$ cat src/rtl/traffic_pkg.sv
// traffic_pkg: state codes, lamp codes and default phase durations shared by the
// phase sequencer and the lamp drivers.
package traffic_pkg;

  typedef enum logic [3:0] {
    ST_BOOT = 4'd0,
    ST_NS_G = 4'd1,
    ST_NS_Y = 4'd2,
    ST_AR_A = 4'd3,
    ST_EW_G = 4'd4,
    ST_EW_Y = 4'd5,
    ST_AR_B = 4'd6,
    ST_EMG  = 4'd7,
    ST_WALK = 4'd15   // code 7 with the walk bit set
  } state_t;

  localparam logic [2:0] LIGHT_RED = 3'b100;
  localparam logic [2:0] LIGHT_YEL = 3'b010;
  localparam logic [2:0] LIGHT_GRN = 3'b001;

  localparam int DEF_W        = 8;
  localparam int DEF_T_GREEN  = 5;
  localparam int DEF_T_YELLOW = 2;
  localparam int DEF_T_ALLRED = 1;
  localparam int DEF_T_WALK   = 4;

  // {ns_light, ew_light} for a state; everything not green/yellow is all red
  function automatic logic [5:0] lights_of(state_t s);
    case (s)
      ST_NS_G: lights_of = {LIGHT_GRN, LIGHT_RED};
      ST_NS_Y: lights_of = {LIGHT_YEL, LIGHT_RED};
      ST_EW_G: lights_of = {LIGHT_RED, LIGHT_GRN};
      ST_EW_Y: lights_of = {LIGHT_RED, LIGHT_YEL};
      default: lights_of = {LIGHT_RED, LIGHT_RED};
    endcase
  endfunction

endpackage

$ cat src/rtl/ped_request_latch.sv
// ped_request_latch: holds a pedestrian button press until the walk phase takes it.
// Latency: pending rises on the edge after set; clear wins over a same-cycle set.
// Backpressure: none; repeated presses while pending collapse into one request.
module ped_request_latch (
  input  logic clk,
  input  logic rst_n,
  input  logic set,
  input  logic clr,
  output logic pending
);

  always_ff @(posedge clk or negedge rst_n) begin
    if (!rst_n)   pending <= 1'b0;
    else if (clr) pending <= 1'b0;
    else if (set) pending <= 1'b1;
  end

endmodule

$ cat src/rtl/traffic_phase_ctrl.sv
// traffic_phase_ctrl: NS/EW phase sequencer driving the countdown timer; PED_WALK_EN adds a walk phase.
// Latency: state, lamps and timer_start/timer_load update on the edge after enable && timer_done.
// Backpressure: enable=0 freezes state and suppresses timer_start; timer_done in a timer_start cycle is ignored.
module traffic_phase_ctrl
  import traffic_pkg::*;
#(
  parameter int W        = DEF_W,
  parameter int T_GREEN  = DEF_T_GREEN,
  parameter int T_YELLOW = DEF_T_YELLOW,
  parameter int T_ALLRED = DEF_T_ALLRED,
  parameter int T_WALK   = DEF_T_WALK
) (
  input  logic         clk,
  input  logic         rst_n,
  input  logic         enable,
  input  logic         timer_done,
  input  logic         emergency,
`ifdef PED_WALK_EN
  input  logic         ped_req,
`endif
  output logic         timer_start,
  output logic [W-1:0] timer_load,
  output logic [2:0]   ns_light,
  output logic [2:0]   ew_light,
  output logic         walk,
  output logic [2:0]   phase,
  output logic         ped_pending
);

  localparam logic [W-1:0] LD_GREEN  = W'(T_GREEN);
  localparam logic [W-1:0] LD_YELLOW = W'(T_YELLOW);
  localparam logic [W-1:0] LD_ALLRED = W'(T_ALLRED);
  localparam logic [W-1:0] LD_WALK   = W'(T_WALK);

  state_t         state, state_nxt;
  logic           start_nxt;
  logic [W-1:0]   load_nxt;
  logic           done_ok;
  logic           pending;

  // the timer has not reloaded yet during the strobe cycle, so its done is stale
  assign done_ok = timer_done && !timer_start;

`ifdef PED_WALK_EN
  logic ped_clr;
  assign ped_clr = (state_nxt == ST_WALK) && (state != ST_WALK);

  ped_request_latch u_ped_latch (
    .clk     (clk),
    .rst_n   (rst_n),
    .set     (ped_req),
    .clr     (ped_clr),
    .pending (pending)
  );
`else
  assign pending = 1'b0;
`endif

  always_comb begin
    state_nxt = state;
    load_nxt  = timer_load;
    if (enable) begin
      case (state)
        ST_BOOT: begin
          state_nxt = ST_AR_B;
          load_nxt  = LD_ALLRED;
        end
        ST_NS_G: if (emergency || done_ok) begin
          state_nxt = ST_NS_Y;
          load_nxt  = LD_YELLOW;
        end
        ST_NS_Y: if (done_ok) begin
          state_nxt = ST_AR_A;
          load_nxt  = LD_ALLRED;
        end
        ST_AR_A: if (done_ok) begin
          if (emergency) state_nxt = ST_EMG;
          else begin
            state_nxt = ST_EW_G;
            load_nxt  = LD_GREEN;
          end
        end
        ST_EW_G: if (emergency || done_ok) begin
          state_nxt = ST_EW_Y;
          load_nxt  = LD_YELLOW;
        end
        ST_EW_Y: if (done_ok) begin
          state_nxt = ST_AR_B;
          load_nxt  = LD_ALLRED;
        end
        ST_AR_B: if (done_ok) begin
          if (emergency) state_nxt = ST_EMG;
          else if (pending) begin
            state_nxt = ST_WALK;
            load_nxt  = LD_WALK;
          end else begin
            state_nxt = ST_NS_G;
            load_nxt  = LD_GREEN;
          end
        end
        ST_WALK: if (done_ok) begin
          state_nxt = ST_NS_G;
          load_nxt  = LD_GREEN;
        end
        ST_EMG: if (!emergency) begin
          state_nxt = ST_AR_B;
          load_nxt  = LD_ALLRED;
        end
        default: state_nxt = ST_BOOT;
      endcase
    end
    // EMG is untimed: it is held by the emergency level, not the timer
    start_nxt = (state_nxt != state) && (state_nxt != ST_EMG);
  end

  always_ff @(posedge clk or negedge rst_n) begin
    if (!rst_n) begin
      state       <= ST_BOOT;
      timer_start <= 1'b0;
      timer_load  <= '0;
    end else begin
      state       <= state_nxt;
      timer_start <= start_nxt;
      timer_load  <= load_nxt;
    end
  end

  assign {ns_light, ew_light} = lights_of(state);
  assign walk        = (state == ST_WALK);
  assign phase       = state[2:0];
  assign ped_pending = pending;

endmodule

$ cat config.mk
export PLATFORM = sky130hd
export DESIGN_NAME = traffic_phase_ctrl
export DESIGN_NICKNAME = d
export VERILOG_FILES = /design/src/rtl/traffic_pkg.sv /design/src/rtl/ped_request_latch.sv /design/src/rtl/traffic_phase_ctrl.sv
export SDC_FILE = /design/constraint.sdc
export NUM_CORES = 1
export LEC_CHECK = 0
export CAP_MARGIN = 25
export CORE_UTILIZATION = 46
export CTS_CLUSTER_DIAMETER = 100
export DETAILED_ROUTE_END_ITERATION = 12
export GPL_TIMING_DRIVEN = 1
export PLACE_DENSITY = 0.79
export SETUP_SLACK_MARGIN = 0.2
export SYNTH_ARGS = -nofsm -noshare
export SYNTH_HDL_FRONTEND = slang
export SYNTH_SLANG_ARGS = --single-unit
$ cat constraint.sdc
create_clock -name clk -period 2.3 [get_ports clk]
set_clock_uncertainty 0.2 [all_clocks]
set_input_delay 0.575 -clock clk [delete_from_list [all_inputs] [get_ports clk]]
set_output_delay 0.575 -clock clk [all_outputs]
set_load 0.02 [all_outputs]
# Word-level counts from Yosys, hierarchy flattened
# Index checks and enable logic that the tools add are counted.
[word_totals]
inputBits = 5
reg_bits = 13
output_inout_bits = 20
word_cells = 49
[classes]
eq_ne = 16
reduce_logical = 10
n_mux = 20
[ops]
columns = ["op", "count"]
rows = [
  ["2-to-1 mux 8 bit", 6],
  ["case mux 8 bit (6 select lines)", 1],
  ["2-to-1 mux 4 bit", 9],
  ["case mux 4 bit (9 select lines)", 1],
  ["case mux 6 bit (4 select lines)", 1],
  ["== test 4 x 3 -> 1 bit, second input constant", 4],
  ["== test 4 x 2 -> 1 bit, second input constant", 2],
  ["inequality test 2 x 1 -> 1 bit, second input constant", 4],
  ["AND reduction 8 bit", 1],
  ["nonzero test 6 bit", 1],
  ["OR reduction 2 bit", 3],
  ["== test 4 x 1 -> 1 bit, second input constant", 1],
  ["== test 4 bit, second input constant", 1],
  ["zero test 4 bit", 1],
  ["inequality test 2 bit, second input constant", 2],
  ["inequality test 4 x 3 -> 1 bit, second input constant", 1],
  ["inequality test 4 bit", 1],
  ["2-to-1 mux 3 bit", 1],
  ["logical AND 1 bit", 2],
  ["2-to-1 mux 2 bit", 1],
  ["zero test 1 bit", 1],
  ["logical OR 1 bit", 1],
]

# Longest topological paths before layout
# Gate-level depths: netlist of run 1.
[logic_depth]
depth_word = 8
depth_mapped = 7
ltp_nobuf = 5

# Worst setup path before layout of run 1
# OpenSTA, ideal clock, no wires.
[synth_timing]
path_type = "register to output"
from = "reg state[0]"
to = "out ns_light[2]"
required_time_ns = 1.525
arrival_ns = 1.795
stages_incl_launch_ff = 6
path_slack_ns = -0.270
path_buffers = 3
path_cell_list = "dfrtp_1 -> buf_6 -> buf_2 -> buf_4 -> nor4_1 -> nor2_1"
[synth_between]
elab_chain_len = 2
elab_cells_between_ends = 5
classes_between = "eq/ne (4); mux (1)"
[synth_lines]
columns = ["item", "line_no", "source"]
rows = [
  ["start, declared", "traffic_phase_ctrl.sv:35", "state_t state, state_nxt;"],
  ["start signal, assigned", "traffic_phase_ctrl.sv:122", "state <= state_nxt;"],
  ["== test 4 x 3 -> 1 bit, or another cell as far along", "traffic_pkg.sv:29", "case (s)"],
  ["case mux 6 bit (4 select lines) *", "traffic_pkg.sv:29", ""],
  ["end, declared", "traffic_phase_ctrl.sv:23", "output logic [2:0] ns_light,"],
]
# Mark *: on every way between the ends. The rest lies on a longest branch, timed or not.

# Worst setup path in the final report of run 1
[layout_timing]
from = "reg state[3]"
to = "out ew_light[1]"
[layout_between]
elab_chain_len = 2
elab_cells_between_ends = 5
classes_between = "eq/ne (4); mux (1)"
[layout_lines]
columns = ["item", "line_no", "source"]
rows = [
  ["== test 4 x 3 -> 1 bit, or another cell as far along", "traffic_pkg.sv:29", ""],
  ["case mux 6 bit (4 select lines) *", "traffic_pkg.sv:29", ""],
  ["end, declared", "traffic_phase_ctrl.sv:24", "output logic [2:0] ew_light,"],
]
# Marks and branches as above.

==> results of run 1 <==
[cell families (layout without fill, tap and decap cells)]
| logic type | count (synthesis) | count (layout) |
|---|---|---|
| fa+ha+maj | 1 | 1 |
| simple gates | 35 | 35 |
| other cells | 1 | 6 |
| buf+inv | 25 | 47 |
| xor+xnor | 1 | 1 |
| compound gates | 26 | 26 |
| mux | 3 | 3 |
| flops | 8 | 8 |
[stage by stage]
stage / instance area [sq um] / power (W) / setup slack [ps] / std cells / utilization (%)
after detailed placement: 1030 / 0.00135 / -124 / 139 / 65.6
after floorplan: 852 / 0.00100 / 235 / 105 / -
after global routing: 1090 / 0.00159 / 192 / 143 / 68.9
after CTS: 1060 / 0.00145 / 113 / 143 / 67.4
after global placement: 1030 / 0.00133 / -66.0 / 139 / 65.6
final: 1090 / 0.00150 / 228 / 143 / 68.9
[power by group]
group	leakage [nW]	internal, W	switching, W
clock network	0.0138	0.0000601	0.0000553
registers	0.0918	0.000205	0.0000789
logic	0.407	0.000502	0.000596
total	0.512	0.000767	0.000730
[state kept, by name, summed over array words and instances, names as in the netlist]
name and cells:
state 4, timer_load 3, timer_start 1
[layout make-up]
class | instances | area, sq um | area share, %
well taps | 16 | 20.0 | 1.84
multi-input cells | 72 | 505 | 46.5
flip-flops and latches | 8 | 205 | 18.9
repair buffers | 36 | 303 | 27.9
clock buffers | 3 | 22.5 | 2.07
inverters | 8 | 30.0 | 2.76
[worst paths after layout]
path | startpoint | endpoint | depth (start not counted)
worst max-delay path | state[3] | ew_light[1] | 3
min in group asynchronous | rst_n | timer_load[1] | 1
worst max register to register | state[0] | timer_start | 6
max in group asynchronous | rst_n | state[0] | 1
worst min-delay path | timer_load[0] | timer_load[0] | 2
worst min register to register | timer_load[0] | timer_load[0] | 2
[synth_stat cells, types with 2 or more instances]
| library cell | number |
|---|---|
| buf_4 | 10 |
| o22ai_1 | 3 |
| mux2i_1 | 2 |
| buf_6 | 3 |
| nand4_1 | 3 |
| a211o_1 | 2 |
| clkbuf_8 | 2 |
| nand3_1 | 4 |
| nor2_1 | 5 |
| and3_1 | 2 |
| nand2_1 | 10 |
| a21oi_1 | 3 |
| a31oi_1 | 2 |
| o31ai_1 | 2 |
| o21ai_0 | 6 |
| inv_1 | 7 |
| dfrtp_1 | 8 |
[worst register-to-register path: cells and delay by family, from the launching register on]
kind / cells / cell delay, ps
AO/OA/AOI/OAI: 3 / 750
buffers and inverters: 1 / 220
flip-flops: 1 / 450
AND/OR/NAND/NOR: 2 / 320
[per-layer routing]
| metal | routed length, um | global-route usage (%) | up-vias |
|---|---|---|---|
| li1 | - | - | 398 |
| met3 | 143 | 2.45 | 4 |
| met4 | 48 | 13.9 | 0 |
| met2 | 1150 | 39.1 | 39 |
| met5 | 0 | 0 | - |
| met1 | 1010 | 33.6 | 408 |
[repair_timing]
item / CTS / global route
setup endpoints to repair: 14 / 11
resized for setup: 28 / 19
pin swaps: 1 / 5
setup buffers: 1 / 0
gates cloned: 0 / 0
hold buffers: 0 / 0
==> metrics.yaml, run 1 <==
global_route:
  grt_pass1_vias: 772
  grt_max_degree: 23
  grt-ovfl-total: 0
  grt_pass1_wl_um: 3500
  antenna_found_initial: 0
  grt.total_usage_pct: 25.0
setup_path:
  cp.arrival_ps: 1300
  cp_slowest_cell: "dfrtp_2"
  crit_buf_inv: 1
  slowest_delay_ps: 450
  critPathTopFamily: "flip-flops"
  critical_path.max_fanout: 4
  crit_chain: "nor2_4 -> and3_1 -> clkdlybuf4s15_2"
  cp-start-kind: "flip-flop"
  r2r_slack_ps: 290
  required_ps: 1520
  worst_setup_path_end_kind: "primary output"
  path_class: "flip-flop to primary output"
cells_and_area:
  layout.cells.most_common_list: "buf_4 (16), nand2_1 (10), inv_1 (6), conb_1 (6), clkdlybuf4s50_1 (6)"
  diodes: 0
  fillers: 143
  drive_gt1_share_pct: 35.4
  area_growth_pct: 33.1
  final_common_cell: "buf_4"
  nets: 134
detailed_routing:
  drt-total-wl_um: 2350
  avgRoutedWirePerCell_um: 16.4
  drtIter0Drc: 34
  vias: 849
  ant_nets: 0
  vias_per_cell: 5.94
  drtPass1Iterations: 8
  post-route-drc-count: 2
die:
  die_h_um: 44.1
  die_area_sq_um: 1950
  row_count: 14
  die_x_um: 44.1
  initial_core_util_pct: 51.7
  fp.coreArea_sq_um: 1580
  num_io_pins: 25
place:
  port_buffers: 18
  dpl.hpwl_um: 1650
  gp_congestion: 0.893
synth:
  synth_mux_area_share_pct: 3.83
  netlist_instances: 100
  synth_edf_count: 0
  yosys_most_used_dff: "dfrtp_1"
  synth_compound_area_share_pct: 21.9
  ys_top_cells_by_area: "dfrtp_1 (25%), buf_4 (9.2%), nand2_1 (4.6%)"
  ys_ff_latch: 8
  synth-simple-area-share_pct: 25.2
  yosys.area_share.adder_pct: 1.38
  synth_seq_area_share_pct: 24.5
  synthXorXnorAreaFrac_pct: 1.07
  ys_warn_count: 0
  yosys.cell_types.count: 43
  synth_area_sq_um: 816
  synth_top_family_by_area: "simple AND/OR/NAND/NOR gates"
  yosysTopAreaCell: "dfrtp_1"
  synth_top_area_share_pct: 24.5
  avgSynthCellArea_sq_um: 8.16
  async_flop_share_pct: 100
cts:
  cts_made_buffers: 3
  cts_tree: "yes"
  root_buffer: "clkbuf_4"
  insertion_delay_ps: 260
  htree_levels: 1
  clk_pin_slew_ps: 70
  clk_path_buf_depth: 2
  cts_sinks: 8
timing:
  setup_tns_ps: 0
  rsz0062_at_grt: "false"
  period_needed_ps: 2070
  period_share_pct: 90.1
  setup_viol: 0
  hold_slack_ps: 347
  max_freq_ghz: 0.483
  hold_violations: 0
  slew_viol_final: 0
run_status:
  violations: "DRC"
  status: "complete, but fails checks"
power_and_ir_drop:
  ir_drop_mv: 0.815
  leakage_nw: 0.512
  p_per_area_nw_per_um2: 1380
job:
  drv_cap: 0
hold_path:
  hp-class: "flip-flop to flip-flop"
Power figures use the tool's default switching activity.
==> run 2: changes to the inputs <==
PLACE_DENSITY = 0.76   (was 0.79)
==> run 2 against run 1 <==
  * Clock-buffer cell count unchanged
  * Utilization is 0.95 points lower
  * Highest routed layer unchanged
  * Clock power about the same
  * The flow still finishes with violations (DRC)
  * First-iteration DRC count grew 50%
  * Combinational power about the same
  * Cell count up 0.70%
  * Non-clock buffer count up 1
  * Global-route usage rose by 0.51 points
  * Largest power group unchanged
==> metrics.yaml, run 2 (same netlist as run 1, synthesis figures left out) <==
cells_and_area:
  nets: 135
  finalInstanceArea_sq_um: 1070
  top_register: "state"
  fillers: 140
  drive_gt1_share_pct: 32.0
  layout.cells.most_common_list: "buf_4 (17), nand2_1 (10), inv_1 (7)"
  top_regs: "state (4), timer_load (3), timer_start (1)"
  diodes: 0
  area_growth_pct: 31.3
  final_common_cell: "buf_4"
  largest_reg_flops: 4
setup_path:
  cp.arrival_ps: 1270
  critPathTopFamily: "flip-flops"
  cp-start-kind: "flip-flop"
  crit_chain: "nor2_4 -> and3_1 -> clkdlybuf4s15_2"
  crit_buf_inv: 1
  cp_slowest_cell: "dfrtp_2"
  worst_setup_path_end_kind: "primary output"
  required_ps: 1520
  critical_path.max_fanout: 4
  path_class: "flip-flop to primary output"
  slowest_delay_ps: 450
die:
  fp.coreArea_sq_um: 1580
  die_x_um: 44.1
  die_area_sq_um: 1950
  num_io_pins: 25
  row_count: 14
  initial_core_util_pct: 51.7
  die_h_um: 44.1
job:
  drv_cap: 0
detailed_routing:
  avgRoutedWirePerCell_um: 15.5
  drt-total-wl_um: 2230
  drtPass1Iterations: 8
  drtIter0Drc: 51
  vias: 837
  ant_nets: 0
  post-route-drc-count: 2
  vias_per_cell: 5.81
timing:
  slew_viol_final: 0
  period_needed_ps: 2050
  rsz0062_at_grt: "true"
  setup_viol: 0
  hold_slack_ps: 310
  max_freq_ghz: 0.488
  hold_violations: 0
  period_share_pct: 89.1
cts:
  cts_sinks: 8
  htree_levels: 1
  cts_tree: "yes"
  cts_made_buffers: 3
  root_buffer: "clkbuf_4"
  insertion_delay_ps: 260
  clk_path_buf_depth: 2
  clk_pin_slew_ps: 60
global_route:
  grt.total_usage_pct: 25.5
  antenna_found_initial: 0
  grt-ovfl-total: 0
  grt_max_degree: 22
  grt_pass1_wl_um: 3770
  grt_pass1_vias: 826
place:
  dpl.hpwl_um: 1660
  port_buffers: 18
  placed_cell_area_sq_um: 1030
  gp_congestion: 0.976
run_status:
  violations: "DRC"
  status: "complete, but fails checks"
power_and_ir_drop:
  ir_drop_mv: 0.802
  leakage_nw: 0.511
  p_total_w: 0.00150
  p_per_area_nw_per_um2: 1400
hold_path:
  hp-class: "flip-flop to flip-flop"
==> run 2: changes by cell type in the layout (fill, tap and decap cells not counted), sizes merged <==
cell | previous run | this run
dlymetal6s2s | 1 | 0
clkdlybuf4s15 | 2 | 1
dlygate4sd2 | 4 | 6
buf | 22 | 23
==> run 2: per-layer routing <==
layer  up-vias  global-route usage (%)  share of wire (%)
met1       402                    34.1                 41
met2        35                    42.6                 52
met5         -                       0                  0
met4         0                    7.27               0.72
li1        398                       -                  -
met3         2                    3.67                6.3
==> run 2: worst paths after layout <==
| path | startpoint | end | slack (ps) | cells past startpoint |
|---|---|---|---|---|
| max in group asynchronous | rst_n | state[3] | 1200 | 1 |
| min | timer_load[1] | timer_load[1] | 310 | 1 |
| min reg2reg | timer_load[1] | timer_load[1] | 310 | 1 |
| max reg2reg | state[2] | state[0] | 280 | 6 |
| max | state[1] | ew_light[1] | 250 | 3 |
| min in group asynchronous | rst_n | timer_start | 400 | 1 |
==> run 2: area by class of cell <==
cell class	count	area [sq um]	share of cell area, %
well taps	16	20.0	1.87
inverters	8	30.0	2.80
clock buffers	3	22.5	2.10
multi-input cells	72	490	45.8
flip-flops and latches	8	205	19.2
repair buffers	37	303	28.3
==> run 2: repair_timing <==
item / 4_1_cts / 5_1_grt
gates cloned: 0 / 0
buffers inserted: 1 / 1
hold buffers: 0 / 0
resized for setup: 28 / 10
pin swaps: 1 / 2
setup endpoints to repair: 13 / 7
==> run 2: where the power goes <==
group          internal, W  total (W)  switching (W)  leakage (nW)
clock            0.0000600   0.000112      0.0000518        0.0138
combinational     0.000520    0.00110       0.000575         0.405
sequential        0.000205   0.000289      0.0000839        0.0918
==> run 2: through the flow <==
stage,cells,util [%],TNS [ps],worst slack (ps)
2_1_floorplan,105,-,0,235
3_3_place_gp,139,65.6,-298,-98.3
3_5_place_dp,139,65.6,-498,-129
4_1_cts,143,67.3,0,78.6
5_1_grt,144,67.9,0,199
6_report,144,67.9,0,251
